## config.mk

```make
export PLATFORM = sky130hd
export DESIGN_NAME = mem_port_arbiter_flat
export DESIGN_NICKNAME = d
export VERILOG_FILES = /design/src/rtl/mem_port_arbiter_if.sv /design/src/rtl/mem_port_arbiter.sv /design/src/flat_wrapper.sv
export SDC_FILE = /design/constraint.sdc
export NUM_CORES = 1
export LEC_CHECK = 0
export BUFFER_PORTS_ARGS = -buffer_cell sky130_fd_sc_hd__buf_2
export CAP_MARGIN = 0
export CORE_ASPECT_RATIO = 0.6
export CORE_MARGIN = 2
export CORE_UTILIZATION = 42
export DETAILED_ROUTE_END_ITERATION = 7
export PLACE_DENSITY_LB_ADDON = 0.1
export SETUP_SLACK_MARGIN = 0.3
export SLEW_MARGIN = 15
export SYNTH_ARGS = -nofsm -noshare
export SYNTH_HDL_FRONTEND = slang
export SYNTH_SLANG_ARGS = --single-unit
```

## constraint.sdc

```tcl
create_clock -name CLK -period 1.96 [get_ports CLK]
set_clock_uncertainty 0.2 [all_clocks]
set_input_delay 0.098 -clock CLK [delete_from_list [all_inputs] [get_ports CLK]]
set_output_delay 0.098 -clock CLK [all_outputs]
set_load 0.02 [all_outputs]
```

## src/rtl/mem_port_arbiter_if.sv

```systemverilog
// Bus bundle between the requesters (loader, fetch, data), the unified RAM
// and the arbiter. The arbiter connects through the slave modport.
interface mem_port_arbiter_if #(
  parameter int unsigned ADDR_W = 32,
  parameter int unsigned DATA_W = 32
);
  logic              ld_req;
  logic              ld_we;
  logic [ADDR_W-1:0] ld_addr;
  logic [DATA_W-1:0] ld_wdata;
  logic              ld_done;
  logic              if_req;
  logic [ADDR_W-1:0] if_addr;
  logic              if_done;
  logic              dm_req;
  logic              dm_we;
  logic [ADDR_W-1:0] dm_addr;
  logic [DATA_W-1:0] dm_wdata;
  logic              dm_done;
  logic [DATA_W-1:0] rdata;
  logic              mem_en;
  logic              mem_we;
  logic [ADDR_W-1:0] mem_addr;
  logic [DATA_W-1:0] mem_wdata;
  logic [DATA_W-1:0] mem_rdata;
  logic [1:0]        owner;
  logic              busy;
  logic              cpu_stall;

  modport slave (
    input  ld_req, ld_we, ld_addr, ld_wdata,
    input  if_req, if_addr,
    input  dm_req, dm_we, dm_addr, dm_wdata,
    input  mem_rdata,
    output ld_done, if_done, dm_done, rdata,
    output mem_en, mem_we, mem_addr, mem_wdata,
    output owner, busy, cpu_stall
  );

  modport master (
    output ld_req, ld_we, ld_addr, ld_wdata,
    output if_req, if_addr,
    output dm_req, dm_we, dm_addr, dm_wdata,
    output mem_rdata,
    input  ld_done, if_done, dm_done, rdata,
    input  mem_en, mem_we, mem_addr, mem_wdata,
    input  owner, busy, cpu_stall
  );
endinterface

```

## src/rtl/mem_port_arbiter.sv

```systemverilog
// Arbiter sharing one single-port unified RAM among loader (LD), instruction
// fetch (IF) and data access (DM). One access at a time through
// IDLE -> ISSUE -> WAIT -> RESP, with an anti-starvation boost for IF.
module mem_port_arbiter #(
  parameter int unsigned ADDR_W     = 32,
  parameter int unsigned DATA_W     = 32,
  parameter int unsigned MEM_LAT    = 1,
  parameter int unsigned STARVE_MAX = 4
) (
  input  logic                CLK,
  input  logic                RST,
  mem_port_arbiter_if.slave   bus
);

  localparam logic [1:0] S_IDLE  = 2'd0;
  localparam logic [1:0] S_ISSUE = 2'd1;
  localparam logic [1:0] S_WAIT  = 2'd2;
  localparam logic [1:0] S_RESP  = 2'd3;

  localparam logic [1:0] OWN_NONE = 2'b00;
  localparam logic [1:0] OWN_IF   = 2'b01;
  localparam logic [1:0] OWN_DM   = 2'b10;
  localparam logic [1:0] OWN_LD   = 2'b11;

  localparam int unsigned LAT_W = (MEM_LAT > 1) ? $clog2(MEM_LAT) : 1;
  localparam int unsigned STV_W = (STARVE_MAX > 0) ? $clog2(STARVE_MAX + 1) : 1;

  logic [1:0]        state_q,     state_d;
  logic [LAT_W-1:0]  lat_cnt_q,   lat_cnt_d;
  logic [STV_W-1:0]  starve_cnt_q, starve_cnt_d;
  logic [1:0]        owner_q,     owner_d;
  logic              busy_q,      busy_d;
  logic              mem_en_q,    mem_en_d;
  logic              mem_we_q,    mem_we_d;
  logic [ADDR_W-1:0] mem_addr_q,  mem_addr_d;
  logic [DATA_W-1:0] mem_wdata_q, mem_wdata_d;
  logic [DATA_W-1:0] rdata_q,     rdata_d;
  logic              ld_done_q,   ld_done_d;
  logic              if_done_q,   if_done_d;
  logic              dm_done_q,   dm_done_d;

  logic              if_boost;

  // Next-state, arbitration and starvation bookkeeping.
  always_comb begin
    state_d      = state_q;
    lat_cnt_d    = lat_cnt_q;
    starve_cnt_d = starve_cnt_q;
    owner_d      = owner_q;
    busy_d       = busy_q;
    mem_en_d     = 1'b0;
    mem_we_d     = mem_we_q;
    mem_addr_d   = mem_addr_q;
    mem_wdata_d  = mem_wdata_q;
    rdata_d      = rdata_q;
    ld_done_d    = 1'b0;
    if_done_d    = 1'b0;
    dm_done_d    = 1'b0;
    if_boost     = bus.if_req && (starve_cnt_q == STV_W'(STARVE_MAX));

    case (state_q)
      S_IDLE: begin
        if (!bus.if_req) starve_cnt_d = '0;
        if (bus.ld_req || bus.if_req || bus.dm_req) begin
          state_d  = S_ISSUE;
          mem_en_d = 1'b1;
          busy_d   = 1'b1;
          if (bus.ld_req) begin
            owner_d     = OWN_LD;
            mem_we_d    = bus.ld_we;
            mem_addr_d  = bus.ld_addr;
            mem_wdata_d = bus.ld_wdata;
          end else if (bus.if_req && (if_boost || !bus.dm_req)) begin
            owner_d      = OWN_IF;
            mem_we_d     = 1'b0;
            mem_addr_d   = bus.if_addr;
            mem_wdata_d  = '0;
            starve_cnt_d = '0;
          end else begin
            owner_d     = OWN_DM;
            mem_we_d    = bus.dm_we;
            mem_addr_d  = bus.dm_addr;
            mem_wdata_d = bus.dm_wdata;
            if (bus.if_req && (starve_cnt_q != STV_W'(STARVE_MAX)))
              starve_cnt_d = starve_cnt_q + 1'b1;
          end
        end
      end
      S_ISSUE: begin
        lat_cnt_d = LAT_W'(MEM_LAT - 1);
        state_d   = S_WAIT;
      end
      S_WAIT: begin
        if (lat_cnt_q == '0) begin
          if (!mem_we_q) rdata_d = bus.mem_rdata;
          state_d   = S_RESP;
          ld_done_d = (owner_q == OWN_LD);
          if_done_d = (owner_q == OWN_IF);
          dm_done_d = (owner_q == OWN_DM);
        end else begin
          lat_cnt_d = lat_cnt_q - 1'b1;
        end
      end
      default: begin
        owner_d = OWN_NONE;
        busy_d  = 1'b0;
        state_d = S_IDLE;
      end
    endcase
  end

  // State and registered outputs, synchronous active-low reset.
  always_ff @(posedge CLK) begin
    if (!RST) begin
      state_q      <= S_IDLE;
      lat_cnt_q    <= '0;
      starve_cnt_q <= '0;
      owner_q      <= OWN_NONE;
      busy_q       <= 1'b0;
      mem_en_q     <= 1'b0;
      mem_we_q     <= 1'b0;
      mem_addr_q   <= '0;
      mem_wdata_q  <= '0;
      rdata_q      <= '0;
      ld_done_q    <= 1'b0;
      if_done_q    <= 1'b0;
      dm_done_q    <= 1'b0;
    end else begin
      state_q      <= state_d;
      lat_cnt_q    <= lat_cnt_d;
      starve_cnt_q <= starve_cnt_d;
      owner_q      <= owner_d;
      busy_q       <= busy_d;
      mem_en_q     <= mem_en_d;
      mem_we_q     <= mem_we_d;
      mem_addr_q   <= mem_addr_d;
      mem_wdata_q  <= mem_wdata_d;
      rdata_q      <= rdata_d;
      ld_done_q    <= ld_done_d;
      if_done_q    <= if_done_d;
      dm_done_q    <= dm_done_d;
    end
  end

  assign bus.owner     = owner_q;
  assign bus.busy      = busy_q;
  assign bus.mem_en    = mem_en_q;
  assign bus.mem_we    = mem_we_q;
  assign bus.mem_addr  = mem_addr_q;
  assign bus.mem_wdata = mem_wdata_q;
  assign bus.rdata     = rdata_q;
  assign bus.ld_done   = ld_done_q;
  assign bus.if_done   = if_done_q;
  assign bus.dm_done   = dm_done_q;
  assign bus.cpu_stall = (bus.if_req & ~if_done_q) | (bus.dm_req & ~dm_done_q);

endmodule
```

## src/flat_wrapper.sv

```systemverilog
// flat-port wrapper written by rule: the top's interface ports become plain ports
module mem_port_arbiter_flat 
#(
  parameter int unsigned ADDR_W     = 32,
  parameter int unsigned DATA_W     = 32,
  parameter int unsigned MEM_LAT    = 1,
  parameter int unsigned STARVE_MAX = 4
)
  (CLK, RST, bus_ld_req, bus_ld_we, bus_ld_addr, bus_ld_wdata, bus_if_req, bus_if_addr, bus_dm_req, bus_dm_we, bus_dm_addr, bus_dm_wdata, bus_mem_rdata, bus_ld_done, bus_if_done, bus_dm_done, bus_rdata, bus_mem_en, bus_mem_we, bus_mem_addr, bus_mem_wdata, bus_owner, bus_busy, bus_cpu_stall);
  mem_port_arbiter_if #(.ADDR_W(ADDR_W), .DATA_W(DATA_W)) bus_i ();
  input  logic CLK;
  input  logic RST;
  input wire logic [$bits(bus_i.ld_req)-1:0] bus_ld_req;
  input wire logic [$bits(bus_i.ld_we)-1:0] bus_ld_we;
  input wire logic [$bits(bus_i.ld_addr)-1:0] bus_ld_addr;
  input wire logic [$bits(bus_i.ld_wdata)-1:0] bus_ld_wdata;
  input wire logic [$bits(bus_i.if_req)-1:0] bus_if_req;
  input wire logic [$bits(bus_i.if_addr)-1:0] bus_if_addr;
  input wire logic [$bits(bus_i.dm_req)-1:0] bus_dm_req;
  input wire logic [$bits(bus_i.dm_we)-1:0] bus_dm_we;
  input wire logic [$bits(bus_i.dm_addr)-1:0] bus_dm_addr;
  input wire logic [$bits(bus_i.dm_wdata)-1:0] bus_dm_wdata;
  input wire logic [$bits(bus_i.mem_rdata)-1:0] bus_mem_rdata;
  output wire logic [$bits(bus_i.ld_done)-1:0] bus_ld_done;
  output wire logic [$bits(bus_i.if_done)-1:0] bus_if_done;
  output wire logic [$bits(bus_i.dm_done)-1:0] bus_dm_done;
  output wire logic [$bits(bus_i.rdata)-1:0] bus_rdata;
  output wire logic [$bits(bus_i.mem_en)-1:0] bus_mem_en;
  output wire logic [$bits(bus_i.mem_we)-1:0] bus_mem_we;
  output wire logic [$bits(bus_i.mem_addr)-1:0] bus_mem_addr;
  output wire logic [$bits(bus_i.mem_wdata)-1:0] bus_mem_wdata;
  output wire logic [$bits(bus_i.owner)-1:0] bus_owner;
  output wire logic [$bits(bus_i.busy)-1:0] bus_busy;
  output wire logic [$bits(bus_i.cpu_stall)-1:0] bus_cpu_stall;
  assign bus_i.ld_req = bus_ld_req;
  assign bus_i.ld_we = bus_ld_we;
  assign bus_i.ld_addr = bus_ld_addr;
  assign bus_i.ld_wdata = bus_ld_wdata;
  assign bus_i.if_req = bus_if_req;
  assign bus_i.if_addr = bus_if_addr;
  assign bus_i.dm_req = bus_dm_req;
  assign bus_i.dm_we = bus_dm_we;
  assign bus_i.dm_addr = bus_dm_addr;
  assign bus_i.dm_wdata = bus_dm_wdata;
  assign bus_i.mem_rdata = bus_mem_rdata;
  assign bus_ld_done = bus_i.ld_done;
  assign bus_if_done = bus_i.if_done;
  assign bus_dm_done = bus_i.dm_done;
  assign bus_rdata = bus_i.rdata;
  assign bus_mem_en = bus_i.mem_en;
  assign bus_mem_we = bus_i.mem_we;
  assign bus_mem_addr = bus_i.mem_addr;
  assign bus_mem_wdata = bus_i.mem_wdata;
  assign bus_owner = bus_i.owner;
  assign bus_busy = bus_i.busy;
  assign bus_cpu_stall = bus_i.cpu_stall;
  mem_port_arbiter #(.ADDR_W(ADDR_W), .DATA_W(DATA_W), .MEM_LAT(MEM_LAT), .STARVE_MAX(STARVE_MAX)) u_core (.CLK(CLK), .RST(RST), .bus(bus_i));
endmodule
```

Word-level counts from Yosys, hierarchy flattened
Cells that the tools add are included.
{"block": "word_totals", "ff_bits": 110, "out_inout_bits": 105, "elab_cells": 73}
{"block": "op_classes", "addsub": 2, "n_eq_ne": 9, "n_mux": 23, "bitwise": 10, "n_reduce_logical": 16}
{"cell": "2-to-1 mux 32 bit", "n": 4}
{"cell": "2-to-1 mux 3 bit", "n": 5}
{"cell": "2-to-1 mux 2 bit", "n": 5}
{"cell": "AND reduction 2 bit", "n": 4}
{"cell": "inverter 1 bit", "n": 7}
{"cell": "equality test 2 bit, second input constant", "n": 3}
{"cell": "case mux 2 bit (3 select lines)", "n": 1}
{"cell": "2-to-1 mux 1 bit", "n": 5}
{"cell": "equality test 2 x 1 -> 1 bit, second input constant", "n": 2}
{"cell": "case mux 1 bit (2 select lines)", "n": 2}
{"cell": "case mux 2 bit (2 select lines)", "n": 1}
{"cell": "adder 3 x 1 -> 3 bit, second input constant", "n": 1}
{"cell": "equality test 3 bit, second input constant", "n": 1}
{"cell": "logical AND 1 bit", "n": 3}
{"cell": "logical OR 1 bit", "n": 3}
{"cell": "inequality test 3 bit, second input constant", "n": 1}
{"cell": "AND reduction 3 bit", "n": 1}
{"cell": "OR reduction 3 bit", "n": 1}
{"cell": "bitwise AND 1 bit", "n": 2}
{"cell": "logical NOT 2 bit", "n": 1}
{"cell": "inequality test 2 x 1 -> 1 bit, second input constant", "n": 1}
{"cell": "inequality test 2 bit, second input constant", "n": 1}
{"cell": "nonzero test 2 bit", "n": 1}
{"cell": "OR reduction 2 bit", "n": 1}
{"cell": "other kinds (3)", "n": 3}

Longest topological paths before layout
{"block": "logic_depth", "ltp_word": 8, "mapped_depth": 8, "depth_no_buf": 6}

Worst setup path after synthesis
No wires, ideal clock.
{"block": "synth_timing", "path_type": "flip-flop to flip-flop", "from": "reg u_core.starve_cnt_q[0]", "to": "reg u_core.mem_addr_q[10] (netlist: u_core.bus.mem_addr[10])", "t_arrival_ns": 1.411, "setup_slack_ns": 0.230, "stages_incl_launch_ff": 9, "period_less_slack_ns": 1.730, "cell_sequence": "dfxtp_1 > inv_1 > ha_1 > a21boi_2 > o21ba_1 > buf_4 > buf_6 > a221oi_2 > nor2_1"}
{"block": "synth_between", "elab_chain_cells": 6}
{"element": "start: declaration", "line_no": "mem_port_arbiter.sv:30", "source": "logic [STV_W-1:0] starve_cnt_q, starve_cnt_d;"}
{"element": "start signal: assignment", "line_no": "mem_port_arbiter.sv:131", "source": "starve_cnt_q <= starve_cnt_d;"}
{"element": "equality test 3 bit", "line_no": "mem_port_arbiter.sv:59", "source": "if_boost = bus.if_req && (starve_cnt_q == STV_W'(STARVE_MAX));"}
{"element": "logical AND 1 bit", "line_no": "mem_port_arbiter.sv:59"}
{"element": "logical OR 1 bit", "line_no": "mem_port_arbiter.sv:73", "source": "end else if (bus.if_req && (if_boost || !bus.dm_req)) begin"}
{"element": "logical AND 1 bit", "line_no": "mem_port_arbiter.sv:73"}
{"element": "2-to-1 mux 32 bit", "line_no": "mem_port_arbiter.sv:73"}
{"element": "2-to-1 mux 32 bit", "line_no": "mem_port_arbiter.sv:68", "source": "if (bus.ld_req) begin"}
{"element": "end signal: assignment", "line_no": "mem_port_arbiter.sv:136", "source": "mem_addr_q <= mem_addr_d;"}
{"element": "end: declaration", "line_no": "mem_port_arbiter.sv:35", "source": "logic [ADDR_W-1:0] mem_addr_q, mem_addr_d;"}
No other way between the ends.
A chain may end at the register's enable or synchronous reset.

Final worst setup path
{"block": "layout_timing", "from": "reg u_core.state_q[1]", "to": "reg u_core.mem_addr_q[24] (netlist: u_core.bus.mem_addr[24])"}
{"block": "layout_between", "elab_chain_cells": 2}
{"element": "start: declaration", "line_no": "mem_port_arbiter.sv:28", "source": "logic [1:0] state_q, state_d;"}
{"element": "start signal: assignment", "line_no": "mem_port_arbiter.sv:129", "source": "state_q <= state_d;"}
{"element": "logical NOT 2 bit", "line_no": "mem_port_arbiter.sv:61", "source": "case (state_q)"}
{"element": "AND reduction 2 bit (no line)"}
No other way between the ends.

==> flow_summary.json <==
{
  "grt_overflow_total": 0,
  "dp.cells": 973,
  "first_pass_iters": 6,
  "synth_edf_count": 0,
  "antenna_left": 0,
  "num_io_pins": 304,
  "start_kind": "flop",
  "grt_pass1_wl_um": 33800,
  "cts.root.buffer_cell": "clkbuf_16",
  "post_drt_wl_per_cell_um": 22.6,
  "crit_type": "flop to flop",
  "gp_congestion": 0.860,
  "dp_hpwl_um": 10800,
  "grt_max_degree": 109,
  "crit_arrival_ns": 1.98,
  "num_vias": 7105,
  "syn_area_um2": 4700,
  "syn2layout_area_growth_pct": 102,
  "cpPeakStageDelay_ns": 0.36,
  "antenna_found_initial": 6,
  "post_dp_cell_area_um2": 6350,
  "yosysTopAreaCellShare_pct": 46.4,
  "drcViolationCount": 0,
  "synth.distinct_cells": 33,
  "routed_wirelength_um": 27200,
  "drv_slew": 0,
  "crit_slowest_cell": "dfxtp_4",
  "async_flop_share_pct": 0,
  "fin_util_pct": 88.5,
  "rsz0062_at_grt": "true",
  "synthTopCellsByCount": "134 x nand2_1, 109 x dfxtp_1, 67 x o21ai_0, 37 x a21oi_1, 37 x nor2_1",
  "synth_area_per_cell_um2": 8.24,
  "critPathMaxFanout": 36,
  "yosysTopAreaCell": "dfxtp_1",
  "rr_worst_depth": 7,
  "outcome": "finished, final reports clean",
  "clk_pin_slew_ns": 0.08,
  "multi_input_area_um2": 2780,
  "synthTopCellsByArea": "dfxtp_1 46%, nand2_1 11%, o21ai_0 7.1%, a22oi_1 5.4%, a21boi_0 5.3%",
  "die_h_um": 85.9,
  "yosysMostFrequentCell": "nand2_1",
  "cts_buffers": 9,
  "p_leak_nw": 4.33,
  "crit_path_end_kind": "flop",
  "power.density_nw_per_um2": 1100,
  "regArea_um2": 2190,
  "htreeDepth": 3,
  "r2r-start": "u_core.state_q[1]$_SDFFE_PN0N_",
  "slew_headroom_pct": 59.6,
  "num_rows": 29,
  "dominantRegCellSynth": "dfxtp_1",
  "worstPathRequired_ns": 2.00,
  "drt_iter0_drc": 663,
  "ys_ff_latch": 109,
  "max_slew.worst_pin.slew_ns": 0.606,
  "hold_depth": 4,
  "fill_cells": 439,
  "path_cells": "inv_1 > ha_4 > o31a_4 > buf_12 > nand2_1 > a221oi_4 > nor2_1",
  "finalNonFillerCells": 1206,
  "vdd_ir_drop_max_mv": 0.688,
  "core_um2": 10700,
  "io_buffers": 303,
  "worstHoldPathType": "primary input to flop",
  "cap_violations": 0,
  "final_nets": 1262,
  "yosysWarnings": 0,
  "start_util_pct": 43.8,
  "synth_nets": 773,
  "cts.sinks": 109,
  "clock_latency_ns": 0.35,
  "setup_slack_ns": 0.0170,
  "min_from": "bus_dm_req",
  "first_global_vias": 6652,
  "via_per_inst": 5.89,
  "final_area_um2": 9500,
  "hold_viol": 0,
  "min_period_ns": 1.94,
  "yosysSeqAreaShare_pct": 46.4,
  "netlist_instances": 570,
  "r2r_setup_slack_ns": 0.02,
  "die-area_um2": 12100,
  "fmax_mhz": 515,
  "dp_slack_ns": 0.0511,
  "holdPathEnd": "u_core.starve_cnt_q[2]$_SDFFE_PN0P_",
  "cts_tree": "built",
  "setup_viol": 0,
  "cts_buffer_depth": 2,
  "finalCritPeriodShare_pct": 99.1,
  "r2r_end": "u_core.bus.mem_addr[24]$_SDFFE_PN0P_",
  "layout-drive-gt1-share_pct": 40.8,
  "die_w_um": 141,
  "grtUsageTotal_pct": 35.3
}
-- layout by cell type, fill, tap and decap left out, types with 2 or more instances in the layout --
cell,synthesis,routed
clkinv_4,0,4
a21oi_2,0,3
buf_12,0,10
nand3_1,2,2
nor2b_4,0,2
buf_16,0,7
buf_2,9,303
dfxtp_2,0,2
clkbuf_16,0,12
inv_1,6,3
nor2b_1,6,4
a22oi_2,0,28
dlygate4sd3_1,0,194
inv_2,1,4
dfxtp_1,109,106
buf_4,5,10
a21boi_0,33,33
diode_2,0,4
nor2_1,37,35
o21ai_0,67,67
a221oi_4,0,12
a21oi_1,37,34
a221oi_2,10,20
nand2b_1,3,2
nand2_1,134,134
ha_4,0,3
a22oi_1,34,6
-- layout make-up --
class	instances	area share (%)
timing repair buffer	529	42.4
multi-input combinational	403	29.2
sequential	109	23.0
clock buffer	9	2.37
tap	139	1.83
clock inverter	6	0.777
inverter	7	0.276
antenna	4	0.105
-- through the flow --
stage	hold WS (ns)	total power [mW]	TNS, ns
4_1_cts	0.0284	9.49	0
2_1_floorplan	0.0335	5.69	0
3_3_place_gp	0.132	6.94	0
3_5_place_dp	0.142	7.07	0
5_1_grt	0.0792	10.8	-0.0451
6_report	0.0635	10.5	0
-- report_power, final --
part	leakage [nW]	internal, mW	switching, mW
Clock	0.146	1.00	0.879
Sequential	0.899	2.90	0.430
Combinational	3.28	2.03	3.22
Total	4.33	5.93	4.53
-- repair_timing --
item	in CTS	in global routing
setup endpoints to repair	69	101
hold buffers	194	0
endpoints found under the hold margin	97	0
resized for setup	51	44
setup buffers	9	1
pin swaps	60	29
gates cloned	6	4
-- logic make-up (layout without fill, tap and decap cells) --
group	count (synthesis)	after routing	synth area share [%]
AO/OA/AOI/OAI	210	210	30.4
adder cells (fa/ha/maj)	4	4	1.07
buffers and inverters	58	551	5.75
flip-flops	109	109	46.4
multiplexers	1	1	0.213
other	0	4	0
AND/OR/NAND/NOR	188	188	16.1
-- sequential cells by signal, indices dropped and copies added, names as in the netlist --
| register | cells |
|---|---|
| u_core.bus.mem_addr | 32 |
| u_core.bus.mem_wdata | 32 |
| u_core.bus.rdata | 32 |
| u_core.starve_cnt_q | 3 |
| u_core.bus.owner | 2 |
| u_core.state_q | 2 |
| u_core.bus.busy | 1 |
| u_core.bus.dm_done | 1 |
| u_core.bus.if_done | 1 |
| u_core.bus.ld_done | 1 |
| u_core.bus.mem_en | 1 |
| u_core.bus.mem_we | 1 |
-- layer usage --
metal	part of all wire (%)	global-route usage (%)	vias to the layer above
li1	-	-	2974
met1	33	37.4	3192
met2	46	64.8	685
met3	13	9.94	252
met4	8.5	18.6	2
met5	0.066	0	-
-- worst max path at each step --
stage	startpoint	endpoint	slack, ns	depth (start not counted)
finish	u_core.state_q[1]$_SDFFE_PN0N_	u_core.bus.mem_addr[24]$_SDFFE_PN0P_	0.02	7
global route	u_core.state_q[1]$_SDFFE_PN0N_	u_core.bus.mem_addr[24]$_SDFFE_PN0P_	-0.05	7
CTS	u_core.starve_cnt_q[0]$_SDFFE_PN0P_	u_core.bus.mem_wdata[8]$_SDFFE_PN0P_	0.21	9
detailed placement	u_core.state_q[0]$_SDFFE_PN0N_	u_core.bus.mem_addr[2]$_SDFFE_PN0P_	0.05	7
global placement	u_core.starve_cnt_q[1]$_SDFFE_PN0P_	u_core.bus.mem_addr[16]$_SDFFE_PN0P_	0.14	7
floorplan	u_core.starve_cnt_q[1]$_SDFFE_PN0P_	u_core.bus.mem_addr[10]$_SDFFE_PN0P_	0.27	8
-- critical path, delay by kind of cell (launching register included) --
kind | cells | cell delay, ns
compound gates | 2 | 0.50
fa+ha+maj | 1 | 0.18
buf+inv | 2 | 0.29
flops | 1 | 0.36
simple gates | 2 | 0.31
Power figures use the tool's default switching activity.
